--- src/rtl/seg7_scan_controller.sv ---
// Multiplexed 7-segment scanner: NDIG hex digits share one cathode bus, each slot opens
// with an all-off blanking gap, and digit data is double-buffered and swapped at frame end.
module seg7_scan_controller #(
  parameter int NDIG       = 4,
  parameter int DWELL      = 16,
  parameter int BLANK      = 2,
  parameter int ACTIVE_LOW = 1
) (
  input  logic              clk,
  input  logic              reset,
  input  logic              load,
  input  logic [4*NDIG-1:0] digits_in,
  output logic              load_ack,
  output logic              frame_done,
  output logic [NDIG-1:0]   an,
  output logic [6:0]        seg
);

  localparam int   CW  = (DWELL > 1) ? $clog2(DWELL) : 1;
  localparam int   IW  = (NDIG > 1) ? $clog2(NDIG) : 1;
  localparam logic INV = (ACTIVE_LOW != 0);

  localparam logic [NDIG-1:0] AN_OFF  = {NDIG{INV}};
  localparam logic [6:0]      SEG_OFF = {7{INV}};

  logic [CW-1:0]     cnt_q, cnt_d;
  logic [IW-1:0]     idx_q, idx_d;
  logic [4*NDIG-1:0] active_q, active_d;
  logic [4*NDIG-1:0] shadow_q, shadow_d;
  logic              pending_q, pending_d;
  logic              load_ack_q, load_ack_d;
  logic              frame_done_q, frame_done_d;
  logic [NDIG-1:0]   an_q, an_d;
  logic [6:0]        seg_q, seg_d;

  logic              last_cnt, last_idx;
  logic [3:0]        nibble;
  logic [NDIG-1:0]   an_onehot;

  // Active-high gfedcba patterns; pin polarity is applied afterwards.
  function automatic logic [6:0] hex7(input logic [3:0] d);
    logic [6:0] s;
    s = 7'h00;
    case (d)
      4'h0: s = 7'h3F;  4'h1: s = 7'h06;  4'h2: s = 7'h5B;  4'h3: s = 7'h4F;
      4'h4: s = 7'h66;  4'h5: s = 7'h6D;  4'h6: s = 7'h7D;  4'h7: s = 7'h07;
      4'h8: s = 7'h7F;  4'h9: s = 7'h6F;  4'hA: s = 7'h77;  4'hB: s = 7'h7C;
      4'hC: s = 7'h39;  4'hD: s = 7'h5E;  4'hE: s = 7'h79;  4'hF: s = 7'h71;
      default: s = 7'h00;
    endcase
    return s;
  endfunction

  always_comb begin
    // NOTE: every combinational output gets a default first, so no path can infer a latch.
    cnt_d        = cnt_q + CW'(1);
    idx_d        = idx_q;
    active_d     = active_q;
    shadow_d     = shadow_q;
    pending_d    = pending_q;
    load_ack_d   = load;
    frame_done_d = 1'b0;
    an_d         = AN_OFF;
    seg_d        = SEG_OFF;
    nibble       = 4'h0;
    an_onehot    = '0;

    last_cnt = (cnt_q == CW'(DWELL - 1));
    last_idx = (idx_q == IW'(NDIG - 1));

    if (last_cnt) begin
      cnt_d = '0;
      idx_d = last_idx ? '0 : idx_q + IW'(1);
    end
    frame_done_d = last_cnt && last_idx;

    // frame_done_q high means this edge closes the frame: the only point active may change.
    if (load && frame_done_q) begin
      active_d  = digits_in;
      shadow_d  = digits_in;
      pending_d = 1'b0;
    end else begin
      if (load) begin
        shadow_d  = digits_in;
        pending_d = 1'b1;
      end
      if (frame_done_q && pending_q) begin
        active_d  = shadow_q;
        pending_d = 1'b0;
      end
    end

    for (int i = 0; i < NDIG; i++) begin
      if (idx_q == IW'(i)) begin
        nibble       = active_q[4*i +: 4];
        an_onehot[i] = 1'b1;
      end
    end

    // Outputs are registered, so the state seen at edge t sets the pins for cycle t.
    if (cnt_q >= CW'(BLANK)) begin
      an_d  = an_onehot ^ AN_OFF;
      seg_d = hex7(nibble) ^ SEG_OFF;
    end
  end

  // NOTE: digit buffers are reset too, so a reset never leaves stale data to reappear.
  always_ff @(posedge clk or posedge reset) begin
    if (reset) begin
      cnt_q        <= '0;
      idx_q        <= '0;
      active_q     <= '0;
      shadow_q     <= '0;
      pending_q    <= 1'b0;
      load_ack_q   <= 1'b0;
      frame_done_q <= 1'b0;
      an_q         <= AN_OFF;
      seg_q        <= SEG_OFF;
    end else begin
      // NOTE: non-blocking assignments keep every flop sampling pre-edge values.
      cnt_q        <= cnt_d;
      idx_q        <= idx_d;
      active_q     <= active_d;
      shadow_q     <= shadow_d;
      pending_q    <= pending_d;
      load_ack_q   <= load_ack_d;
      frame_done_q <= frame_done_d;
      an_q         <= an_d;
      seg_q        <= seg_d;
    end
  end

  assign load_ack   = load_ack_q;
  assign frame_done = frame_done_q;
  assign an         = an_q;
  assign seg        = seg_q;

endmodule

--- config.mk ---
export PLATFORM = sky130hd
export DESIGN_NAME = seg7_scan_controller
export DESIGN_NICKNAME = d
export VERILOG_FILES = /design/src/rtl/seg7_scan_controller.sv
export SDC_FILE = /design/constraint.sdc
export NUM_CORES = 1
export LEC_CHECK = 0
export CORE_MARGIN = 2
export CORE_UTILIZATION = 50
export CTS_CLUSTER_SIZE = 14
export DETAILED_ROUTE_END_ITERATION = 16
export GPL_TIMING_DRIVEN = 1
export PLACE_DENSITY = 0.73
export SETUP_SLACK_MARGIN = 0.3
export SKIP_LAST_GASP = 1
export SLEW_MARGIN = 20
export SYNTH_ARGS = -nofsm -noshare
export SYNTH_HDL_FRONTEND = slang
export SYNTH_SLANG_ARGS = --single-unit
--- constraint.sdc ---
create_clock -name clk -period 5.9 [get_ports clk]
set_input_delay 0.885 -clock clk [delete_from_list [all_inputs] [get_ports clk]]
set_output_delay 0.885 -clock clk [all_outputs]
set_load 0.01 [all_outputs]
== Word level (Yosys, flattened, before mapping) ==
Memories as Yosys holds them, arrays and structs flattened.
Cells that the tools add are included.

* Flip-flop bits (word level): 52
* Latch bits: 0
* Bits in writable memories: 0
* ROM bits: 112
* Input port bits: 19
* Output and inout bits: 13
* Logic and storage cells: 46
* Memories: 1

{| class="wikitable"
|+ Memory list
! name !! words !! width !! rd ports !! clocked after memory_dff !! wr ports !! RTL line !! text
|-
| (no name shown) || 16 || 7 || 1 || 0 || 0 || 44 || <nowiki>case (d)</nowiki>
|}

* $add $sub $neg: 2
* Multiply operators: 0
* Div/mod/pow operators: 0
* $lt $le $gt $ge: 1
* Equal/unequal tests: 4
* Shift-type cells: 0
* Multiplexer cells: 20
* Bitwise operators: 2
* Reductions and logical operators: 7

{| class="wikitable"
|+ Operators with widths
! kind !! count
|-
| 2-to-1 mux 16 bit || 4
|-
| 2-to-1 mux 4 bit || 6
|-
| 2-to-1 mux 7 bit || 2
|-
| 2-to-1 mux 1 bit || 7
|-
| NOT 7 bit || 1
|-
| adder 4 x 1 -> 4 bit (second input constant) || 1
|-
| equality test 2 bit (second input constant) || 2
|-
| equality test 4 bit (second input constant) || 1
|-
| >= comparator 4 x 2 -> 1 bit (second input constant) || 1
|-
| NOT 4 bit || 1
|-
| nonzero test 2 bit || 2
|-
| logical AND 1 bit || 3
|-
| nonzero test 3 bit || 1
|-
| adder 2 x 1 -> 2 bit (second input constant) || 1
|-
| equality test 2 x 1 -> 1 bit (second input constant) || 1
|-
| zero test 2 bit || 1
|-
| 2-to-1 mux 2 bit || 1
|}

== Logic depth before layout (Yosys ltp) ==
Gate-level depths: netlist (run 1).
An unclocked memory read counts as a cell.

* Depth in word-level cells: 9
* Mapped depth: 10
* Mapped depth without buffers: 10

== Worst setup path before layout (run 1) ==
No wires, ideal clock.

* Path type: flip-flop to flip-flop
* Start: register idx_q[0]
* End: register seg_q[0] (netlist: seg[0])
* Library setup time: 89 ps
* Data arrival time: 2048 ps
* Required time: 5811 ps
* Setup slack: 3763 ps
* Cell stages (with the launch flop): 10
* Buffers on the path: 1
* Period minus slack after synthesis: 2137 ps
* Cells stage by stage: dfrtp_1 > ha_1 > buf_6 > a211oi_1 > a221o_1 > inv_2 > ha_1 > or3_1 > o221ai_1 > nand2_1

* Word-level cells in the longest chain between the ends: 9
* Elaborated cells on any way between the ends: 12
* Those cells by class: 3 x eq/ne; 6 x mux; 1 x bitwise; 1 x reduce/logical; 1 x memory

{| class="wikitable"
|+ RTL lines
! item !! RTL line !! text
|-
| start: declaration || 27 || <nowiki>logic [IW-1:0] idx_q, idx_d;</nowiki>
|-
| start signal: assignment || 122 || <nowiki>idx_q <= idx_d;</nowiki>
|-
| zero test 2 bit || 94 || <nowiki>if (idx_q == IW'(i)) begin</nowiki>
|-
| 2-to-1 mux 4 bit (3 in series) || 94 ||
|-
| 2-to-1 mux 4 bit (*) || 94 ||
|-
| memory (16 x 7 bit) (*) || - ||
|-
| 2-to-1 mux 7 bit (*) || 101 || <nowiki>if (cnt_q >= CW'(BLANK)) begin</nowiki>
|-
| NOT 7 bit (no line) (*) || - ||
|-
| 2-to-1 mux 7 bit (*) || 101 ||
|-
| net seg_d[0] || 34 || <nowiki>logic [6:0] seg_q, seg_d;</nowiki>
|-
| end signal: assignment || 129 || <nowiki>seg_q <= seg_d;</nowiki>
|-
| end: declaration || 34 ||
|}

Mark *: on every way through the listed nets, which the timed path passes. The rest lies on a longest branch. The select of a mux whose other input is x is not followed.
A chain may end at the register's enable or synchronous reset.

== Final worst setup path (run 1) ==
* Start: input port load
* End: register active_q[14]

* Word-level cells in the longest chain between the ends: 2
* Elaborated cells on any way between the ends: 3
* Those cells by class: 1 x mux; 2 x reduce/logical

{| class="wikitable"
|+ RTL lines
! item !! RTL line !! text
|-
| start: declaration || 11 || <nowiki>input logic load,</nowiki>
|-
| logical AND 1 bit (*) || 78 || <nowiki>if (load && frame_done_q) begin</nowiki>
|-
| 2-to-1 mux 16 bit / nonzero test 2 bit (equally long branches) || - ||
|-
| end signal: assignment || 123 || <nowiki>active_q <= active_d;</nowiki>
|-
| end: declaration || 28 || <nowiki>logic [4*NDIG-1:0] active_q, active_d;</nowiki>
|}

Every way passes the cells marked *; elsewhere a longest branch is shown, timed or not.

==> results of run 1 <==
[kinds of logic after synthesis]
logic type      synth area share [%]
simple gates                    8.53
xor+xnor                       0.733
mux                             14.0
compound gates                  11.3
fa+ha+maj                       6.28
flops                           55.0
buf+inv                         4.19
[path summary, 6_finish.rpt]
path                                    from  slack (ns)  cells after the start            to
worst max register to register      idx_q[0]        3.46                      7        seg[3]
worst min-delay path            shadow_q[10]        0.50                      1  shadow_q[10]
worst min register to register  shadow_q[10]        0.50                      1  shadow_q[10]
max in group asynchronous              reset        4.35                      2  active_q[14]
min in group asynchronous              reset        1.04                      2  shadow_q[12]
worst max-delay path                    load        2.95                      3  active_q[14]
[power groups by stage]
stage	sequential (µW)	combinational, µW	clock (µW)
after floorplan	377	23.0	0
after global placement	377	39.9	0
after detailed placement	378	41.9	0
after CTS	371	42.0	282
after global routing	372	45.2	296
final	371	40.6	276
[metrics by stage]
step / power [µW] / area (µm²)
after floorplan: 400 / 2390
after global placement: 417 / 2710
after detailed placement: 420 / 2710
after CTS: 695 / 2840
after global routing: 714 / 2840
final: 688 / 2840
[per-layer routing]
metal  vias up  GRT usage [%]  share of wire [%]
met5         -              0                  0
met4         0           7.41                1.6
met3         7           3.45                4.9
met2        36           25.7                 48
met1       704           21.0                 46
li1        710              -                  -
[cell usage in the layout, fill, tap and decap left out, drive strengths merged, types with 2 or more instances in the layout]
cell type,count
clkdlybuf4s50,31
nand3,2
inv,11
a21oi,3
a22o,8
mux2,27
dfrtp,41
o21ai,5
nor2,6
a31oi,2
ha,12
a221o,3
a211oi,2
nor2b,5
nand2,9
nand3b,3
nor3b,4
clkbuf,5
mux2i,3
bufinv,2
o221ai,3
dfstp,11
[worst max-delay path, stage by stage]
cell and delay [ns]:
clkdlybuf4s50_1 0.92, o21ai_2 0.91, mux2_2 0.41
[state kept, by name, indices dropped and copies added (netlist names)]
name        flops
active_q       16
shadow_q       16
seg             7
an              4
cnt_q           4
idx_q           2
frame_done      1
load_ack        1
pending_q       1
[final cells by class]
class                           instances  area share [%]
Multi-Input combinational cell        111            34.3
Inverter                               12            1.63
Sequential cell                        52            46.2
Clock inverter                          2            2.11
Clock buffer                            5            2.42
Tap cell                               54            2.38
Timing Repair Buffer                   31            10.9
==> results.toml, run 1 <==
[outcome]
status = "finished clean"

[logic_synthesis]
synth_commonest_cells = "41 x dfrtp_1, 27 x mux2_2, 12 x ha_1"
synth_nets = 214
synth-edff-count = 0
synthMostInstantiatedCell = "dfrtp_1"
synth_top_area_cell = "dfrtp_1"
syn-cell-area_um2 = 2390
synth_ff_type = "dfrtp_1"
synth.area.top_cells = "dfrtp_1 43%, mux2_2 13%, dfstp_2 12%"
async_flop_share_pct = 100
ys_seq_area_share_pct = 55.0
synthDistinctLibCells = 41
syn_area_per_cell_um2 = 13.1
yosysTopAreaCellShare_pct = 42.9
synthesis.instances = 183
ys_warn_count = 0
synth-seq-cells = 52

[sta]
fin_crit_sh_pct = 49.9
whs_ns = 0.505
rsz0062_at_grt = "false"
fmax_ghz = 0.340
setup_ws_ns = 2.95
timing.slew.headroom_pct = 34.3
setup_tns_ns = 0
finalMaxSlewViolations = 0
hold_violations = 0
finClkSkew_ns = 0.0105
min_period_ns = 2.95
setup-violations-final = 0
tightest_slew_ns = 0.983

[global_routing]
grt_first_pass_wirelength_um = 6610
grt_max_degree = 53
gr-total-overflow = 0
antenna_found_initial = 0
grt_pass1_vias = 1425
track_usage_pct = 16.1

[power]
power.share.sequential_pct = 54.0
power.internal_uw = 558
clock_power_share_pct = 40.1
ir_drop_mv = 0.149
p_per_area_nw_per_um2 = 242
power_frac_comb_pct = 5.9
p_leak_uw = 0.00125
p_sw_share_pct = 18.9
switchingPower_uw = 130

[clocking]
cts_resized = 0
cts_tree = "done"
ctsHoldBuffers = 0
clockRootBuffer = "clkbuf_8"
cts.sinks = 52
h-tree-depth = 2
clk_pin_slew_ns = 0.09
worstSkewPairLatency_ns = 0.31
numCtsBuffers = 5
clockBufferDepth = 2
cts_setup_buffers = 0

[critical_path]
critPathMaxFanout = 24
crit_type = "in2reg"
critPathArrivalTime_ns = 3.13
required_ns = 6.09
critPathLaunchType = "input pin"
end_kind = "flip-flop"

[floorplan]
initial_core_util_pct = 51.3
rows = 25
fp.dieH_um = 73.2
die_w_um = 73.2
io_pins = 32
core_um2 = 4660
die_area_um2 = 5350

[placed_design]
dp.cells = 260
post-dp-hpwl_um = 2910
portBuffers = 31
place_ws_ns = 2.66
globalplace.congestion = 0.874

[finish]
nets = 244
regArea_um2 = 1320
multi_input_area_um2 = 976
fin_cells = 267
syn_to_final_growth_pct = 18.9
final_core_util_pct = 61.0
final.fill_count = 348
diodes = 0
drive_gt1_share_pct = 24.9

[flow_run]
maxCapViolCount = 0

[detailed_routing]
dr.pass1.iters = 4
wl_per_cell_um = 15.1
viasPerCell = 5.46
routed_wl_um = 4030
via_count = 1457
drtIter0Drc = 79
detail-route-antenna-nets = 0
drc = 0

[worst_hold_path]
hold_class = "reg2reg"
Power figures use the tool's default switching activity.
==> run 2: changes to the inputs <==
--- a/config.mk
+++ b/config.mk
@@ -6,11 +6,11 @@
 export NUM_CORES = 1
 export LEC_CHECK = 0
 export CORE_MARGIN = 2
-export CORE_UTILIZATION = 50
+export CORE_UTILIZATION = 49
 export CTS_CLUSTER_SIZE = 14
 export DETAILED_ROUTE_END_ITERATION = 16
 export GPL_TIMING_DRIVEN = 1
-export PLACE_DENSITY = 0.73
+export PLACE_DENSITY = 0.74
 export SETUP_SLACK_MARGIN = 0.3
 export SKIP_LAST_GASP = 1
 export SLEW_MARGIN = 20
==> constraint.sdc (replaced) <==
create_clock -name clk -period 2.7 [get_ports clk]
set_input_delay 0.405 -clock clk [delete_from_list [all_inputs] [get_ports clk]]
set_output_delay 0.405 -clock clk [all_outputs]
set_load 0.01 [all_outputs]
==> results.toml, run 2 (synthesized netlist as in run 1, its figures left out) <==
[outcome]
status = "finished clean"

[sta]
timing.slew.headroom_pct = 52.0
hold_violations = 0
fmax_ghz = 0.439
setup-violations-final = 0
setup_tns_ns = 0
min_period_ns = 2.28
finalMaxSlewViolations = 0
rsz0062_at_grt = "false"
setup_ws_ns = 0.420
fin_crit_sh_pct = 84.4
tightest_slew_ns = 0.713
finClkSkew_ns = 0.00602
whs_ns = 0.446

[floorplan]
io_pins = 32
fp.dieH_um = 73.9
die_area_um2 = 5450
initial_core_util_pct = 50.6
die_w_um = 73.9
rows = 25
core_um2 = 4720

[clocking]
clk_pin_slew_ns = 0.09
clockRootBuffer = "clkbuf_8"
numCtsBuffers = 5
clockBufferDepth = 2
ctsHoldBuffers = 0
cts_tree = "done"
cts.sinks = 52
worstSkewPairLatency_ns = 0.31
h-tree-depth = 2

[power]
switchingPower_uw = 292
power.share.sequential_pct = 59.8
power_frac_comb_pct = 6.9
power.internal_uw = 1070
p_per_area_nw_per_um2 = 468
ir_drop_mv = 0.294
p_leak_uw = 0.00126
clock_power_share_pct = 33.4
p_sw_share_pct = 21.5

[critical_path]
ff2ff_setup_slack_ns = 0.42
end_kind = "flip-flop"
critPathLaunchType = "flip-flop"
required_ns = 2.91
r2r-start = "idx_q[0]"
crit_type = "reg2reg"
rr_worst_depth = 9
r2r-end = "seg[4]"
critPathMaxFanout = 6
critPathArrivalTime_ns = 2.49

[placed_design]
globalplace.congestion = 0.811
placed_area_um2 = 2770
post-dp-hpwl_um = 3310
portBuffers = 31
place_ws_ns = 0.304

[finish]
layout_common_cells = "40 x dfrtp_1, 31 x clkdlybuf4s50_1, 27 x mux2_2"
nets = 249
fin_area_um2 = 2900
syn_to_final_growth_pct = 21.3
final_common_cell = "dfrtp_1"
diodes = 0
drive_gt1_share_pct = 29.2
final.fill_count = 380

[worst_hold_path]
hold_class = "in2async"

[global_routing]
grt_max_degree = 29
gr-total-overflow = 0
grt_first_pass_wirelength_um = 7290
track_usage_pct = 17.8
antenna_found_initial = 0
grt_pass1_vias = 1535

[detailed_routing]
viasPerCell = 5.32
routed_wl_um = 4360
drtIter0Drc = 102
wl_per_cell_um = 15.2
detail-route-antenna-nets = 0
via_count = 1521
drc = 0
dr.pass1.iters = 4

[flow_run]
maxCapViolCount = 0
==> run 2: cell types whose count changed in the layout (fill, tap and decap cells not counted), sizes merged <==
cell      previous run  this run
inv                 11        12
clkinvlp             0         1
clkinv               1         0
clkbuf               5         7
bufinv               2         0
buf                  0         5
==> run 2: cell type report <==
cell class	instances	area (µm²)	share of cell area, %
clock buffers	7	86.3	2.98
clock inverters	1	7.51	0.259
inverters	12	45.0	1.55
multi-input cells	111	1000	34.5
flip-flops and latches	52	1320	45.4
well taps	67	83.8	2.89
repair buffers	36	360	12.4
==> run 2: worst max path at each step <==
stage                  start      to  cells after the start
CTS                 idx_q[0]  seg[3]                      7
global route        idx_q[1]  seg[5]                      9
floorplan           idx_q[0]  seg[0]                      9
global placement    idx_q[0]  seg[0]                      8
detailed placement  idx_q[0]  seg[0]                      8
finish              idx_q[0]  seg[4]                      9
==> run 2: power by group through the flow <==
| stage | logic, µW | clock network (µW) | registers (µW) |
|---|---|---|---|
| floorplan | 50.2 | 0 | 824 |
| global placement | 92.1 | 0 | 825 |
| detailed placement | 96.3 | 0 | 827 |
| CTS | 96.7 | 464 | 812 |
| global route | 104 | 498 | 814 |
| finish | 93.5 | 453 | 812 |
==> run 2: metal layers <==
| metal | up-vias | part of all wire [%] | GRT usage (%) |
|---|---|---|---|
| met5 | - | 0 | 0 |
| met4 | 0 | 2.5 | 7.27 |
| met3 | 10 | 3.7 | 4.80 |
| met2 | 31 | 52 | 29.9 |
| met1 | 759 | 42 | 21.7 |
| li1 | 721 | - | - |
==> run 2: critical path, cell delays in order, from the launching register on <==
cell and delay [ns]:
dfrtp_2 0.44, inv_1 0.10, ha_1 0.22, nor2b_2 0.19, a22oi_1 0.12, a221oi_4 0.36
inv_1 0.15, ha_1 0.27, mux2i_1 0.18, o221ai_1 0.14
==> run 2: timing repair <==
action                                  4_1_cts  5_1_grt
buffers inserted                              0        1
pin swaps                                     0        1
gates resized for setup                       1        6
hold endpoints to repair                      0        0
endpoints found under the setup margin        3        7
==> run 2: metrics by stage <==
| step | utilization [%] | cells | power, µW |
|---|---|---|---|
| floorplan | - | 183 | 874 |
| global placement | 58.7 | 277 | 917 |
| detailed placement | 58.7 | 277 | 923 |
| CTS | 60.7 | 285 | 1370 |
| global route | 61.4 | 286 | 1420 |
| finish | 61.4 | 286 | 1360 |
==> run 3: changes to the inputs <==
--- a/config.mk
+++ b/config.mk
@@ -6,11 +6,11 @@
 export NUM_CORES = 1
 export LEC_CHECK = 0
 export CORE_MARGIN = 2
-export CORE_UTILIZATION = 49
+export CORE_UTILIZATION = 50
 export CTS_CLUSTER_SIZE = 14
 export DETAILED_ROUTE_END_ITERATION = 16
 export GPL_TIMING_DRIVEN = 1
-export PLACE_DENSITY = 0.74
+export PLACE_DENSITY = 0.73
 export SETUP_SLACK_MARGIN = 0.3
 export SKIP_LAST_GASP = 1
 export SLEW_MARGIN = 20
==> constraint.sdc (replaced) <==
create_clock -name clk -period 2.3 [get_ports clk]
set_input_delay 0.345 -clock clk [delete_from_list [all_inputs] [get_ports clk]]
set_output_delay 0.345 -clock clk [all_outputs]
set_load 0.01 [all_outputs]
==> results.toml, run 3 (synthesized netlist as in run 1, its figures left out) <==
[sta]
timing.slew.headroom_pct = 41.3
setup_tns_ns = 0
fmax_ghz = 0.483
hold_violations = 0
min_period_ns = 2.07
fin_crit_sh_pct = 90.0
tightest_slew_ns = 0.872
finClkSkew_ns = 0.00534
whs_ns = 0.366
setup-violations-final = 0
rsz0062_at_grt = "true"
finalMaxSlewViolations = 0

[floorplan]
io_pins = 32
fp.dieH_um = 73.2
initial_core_util_pct = 51.3
die_area_um2 = 5350
core_um2 = 4660
die_w_um = 73.2
rows = 25

[critical_path]
end_kind = "flip-flop"
r2r-start = "idx_q[1]"
slowest_delay_ns = 0.47
crit_type = "reg2reg"
critPathArrivalTime_ns = 2.30
cp_slowest_cell = "dfrtp_2"
worstSetupStartpoint = "idx_q[1]"
crit_chain = "inv_4 -> ha_4 -> nor2b_4 -> nand2_1 -> a221o_1 -> inv_2 -> buf_6 -> ha_4 -> mux2i_1 -> a31oi_1"
critPathTopFamily = "compound AO/OA/AOI/OAI gates"
path_buf_inv = 3
cpMostUsedCell = "ha_4"
critPathLaunchType = "flip-flop"
critPathMaxFanout = 5
required_ns = 2.53

[power]
ir_drop_mv = 0.374
p_leak_uw = 0.00137
p_per_area_nw_per_um2 = 502

[finish]
final_common_cell = "dfrtp_1"
fin_cells = 293
diodes = 0
layout_common_cells = "39 x dfrtp_1, 31 x clkdlybuf4s50_1, 27 x mux2_2"
regArea_um2 = 1320
final.fill_count = 302
syn_to_final_growth_pct = 34.4
multi_input_area_um2 = 1140
nets = 269
drive_gt1_share_pct = 42.7

[global_routing]
grt_pass1_vias = 1545
grt_first_pass_wirelength_um = 7160
grt_max_degree = 32
gr-total-overflow = 0
track_usage_pct = 17.5
antenna_found_initial = 0

[detailed_routing]
dr.pass1.iters = 4
detail-route-antenna-nets = 0
drc = 0
viasPerCell = 5.41
drtIter0Drc = 101
via_count = 1586
wl_per_cell_um = 15.9
routed_wl_um = 4670

[placed_design]
globalplace.congestion = 0.769
post-dp-hpwl_um = 3120
dp.cells = 264
portBuffers = 31

[flow_run]
maxCapViolCount = 0

[clocking]
clockBufferDepth = 2
ctsHoldBuffers = 0
h-tree-depth = 2
numCtsBuffers = 5
cts.sinks = 52
clk_pin_slew_ns = 0.10
worstSkewPairLatency_ns = 0.30
cts_tree = "done"
clockRootBuffer = "clkbuf_8"

[worst_hold_path]
hold_class = "in2async"

[outcome]
status = "finished clean"
[run 3: area by class of cell]
type | count | area share, %
multi-input combinational | 111 | 35.6
sequential | 52 | 41.0
clock buffer | 6 | 2.57
tap | 54 | 2.10
clock inverter | 2 | 0.467
timing repair buffer | 56 | 16.6
inverter | 12 | 1.64
[run 3: stage by stage]
| stage | setup WS (ns) | util (%) | area [µm²] | power (µW) |
|---|---|---|---|---|
| floorplan | 0.303 | - | 2500 | 1030 |
| global placement | 0.233 | 61.5 | 2870 | 1080 |
| detailed placement | 0.120 | 61.5 | 2870 | 1080 |
| CTS | 0.259 | 66.8 | 3110 | 1620 |
| global route | 0.128 | 68.9 | 3210 | 1670 |
| finish | 0.230 | 68.9 | 3210 | 1610 |
[run 3: layer usage]
| metal | share of wire (%) | track usage, % | vias to the layer above |
|---|---|---|---|
| met5 | 0 | 0 | - |
| met4 | 1.3 | 6.58 | 0 |
| met3 | 4.4 | 4.97 | 6 |
| met2 | 50 | 27.7 | 44 |
| met1 | 44 | 22.8 | 775 |
| li1 | - | - | 761 |
[run 3: power by group]
| group | switching [µW] | internal [µW] | total [µW] |
|---|---|---|---|
| Combinational | 44.5 | 64.4 | 109 |
| Sequential | 8.99 | 943 | 952 |
| Clock | 307 | 244 | 551 |
| Total | 360 | 1250 | 1610 |
[run 3: timing repair]
item,4_1_cts,5_1_grt
setup endpoints to repair,7,7
gates resized for setup,13,4
buffers inserted,10,11
pin swaps,10,10
gates cloned,0,0
[run 3: final timing paths]
path,end,slack (ns),cells past startpoint
worst max register to register,seg[3],0.23,10
worst min-delay path,cnt_q[0],0.37,2
worst max-delay path,seg[3],0.23,10
max in group asynchronous,idx_q[0],1.41,3
worst min register to register,shadow_q[6],0.50,1
min in group clk,shadow_q[6],0.50,1
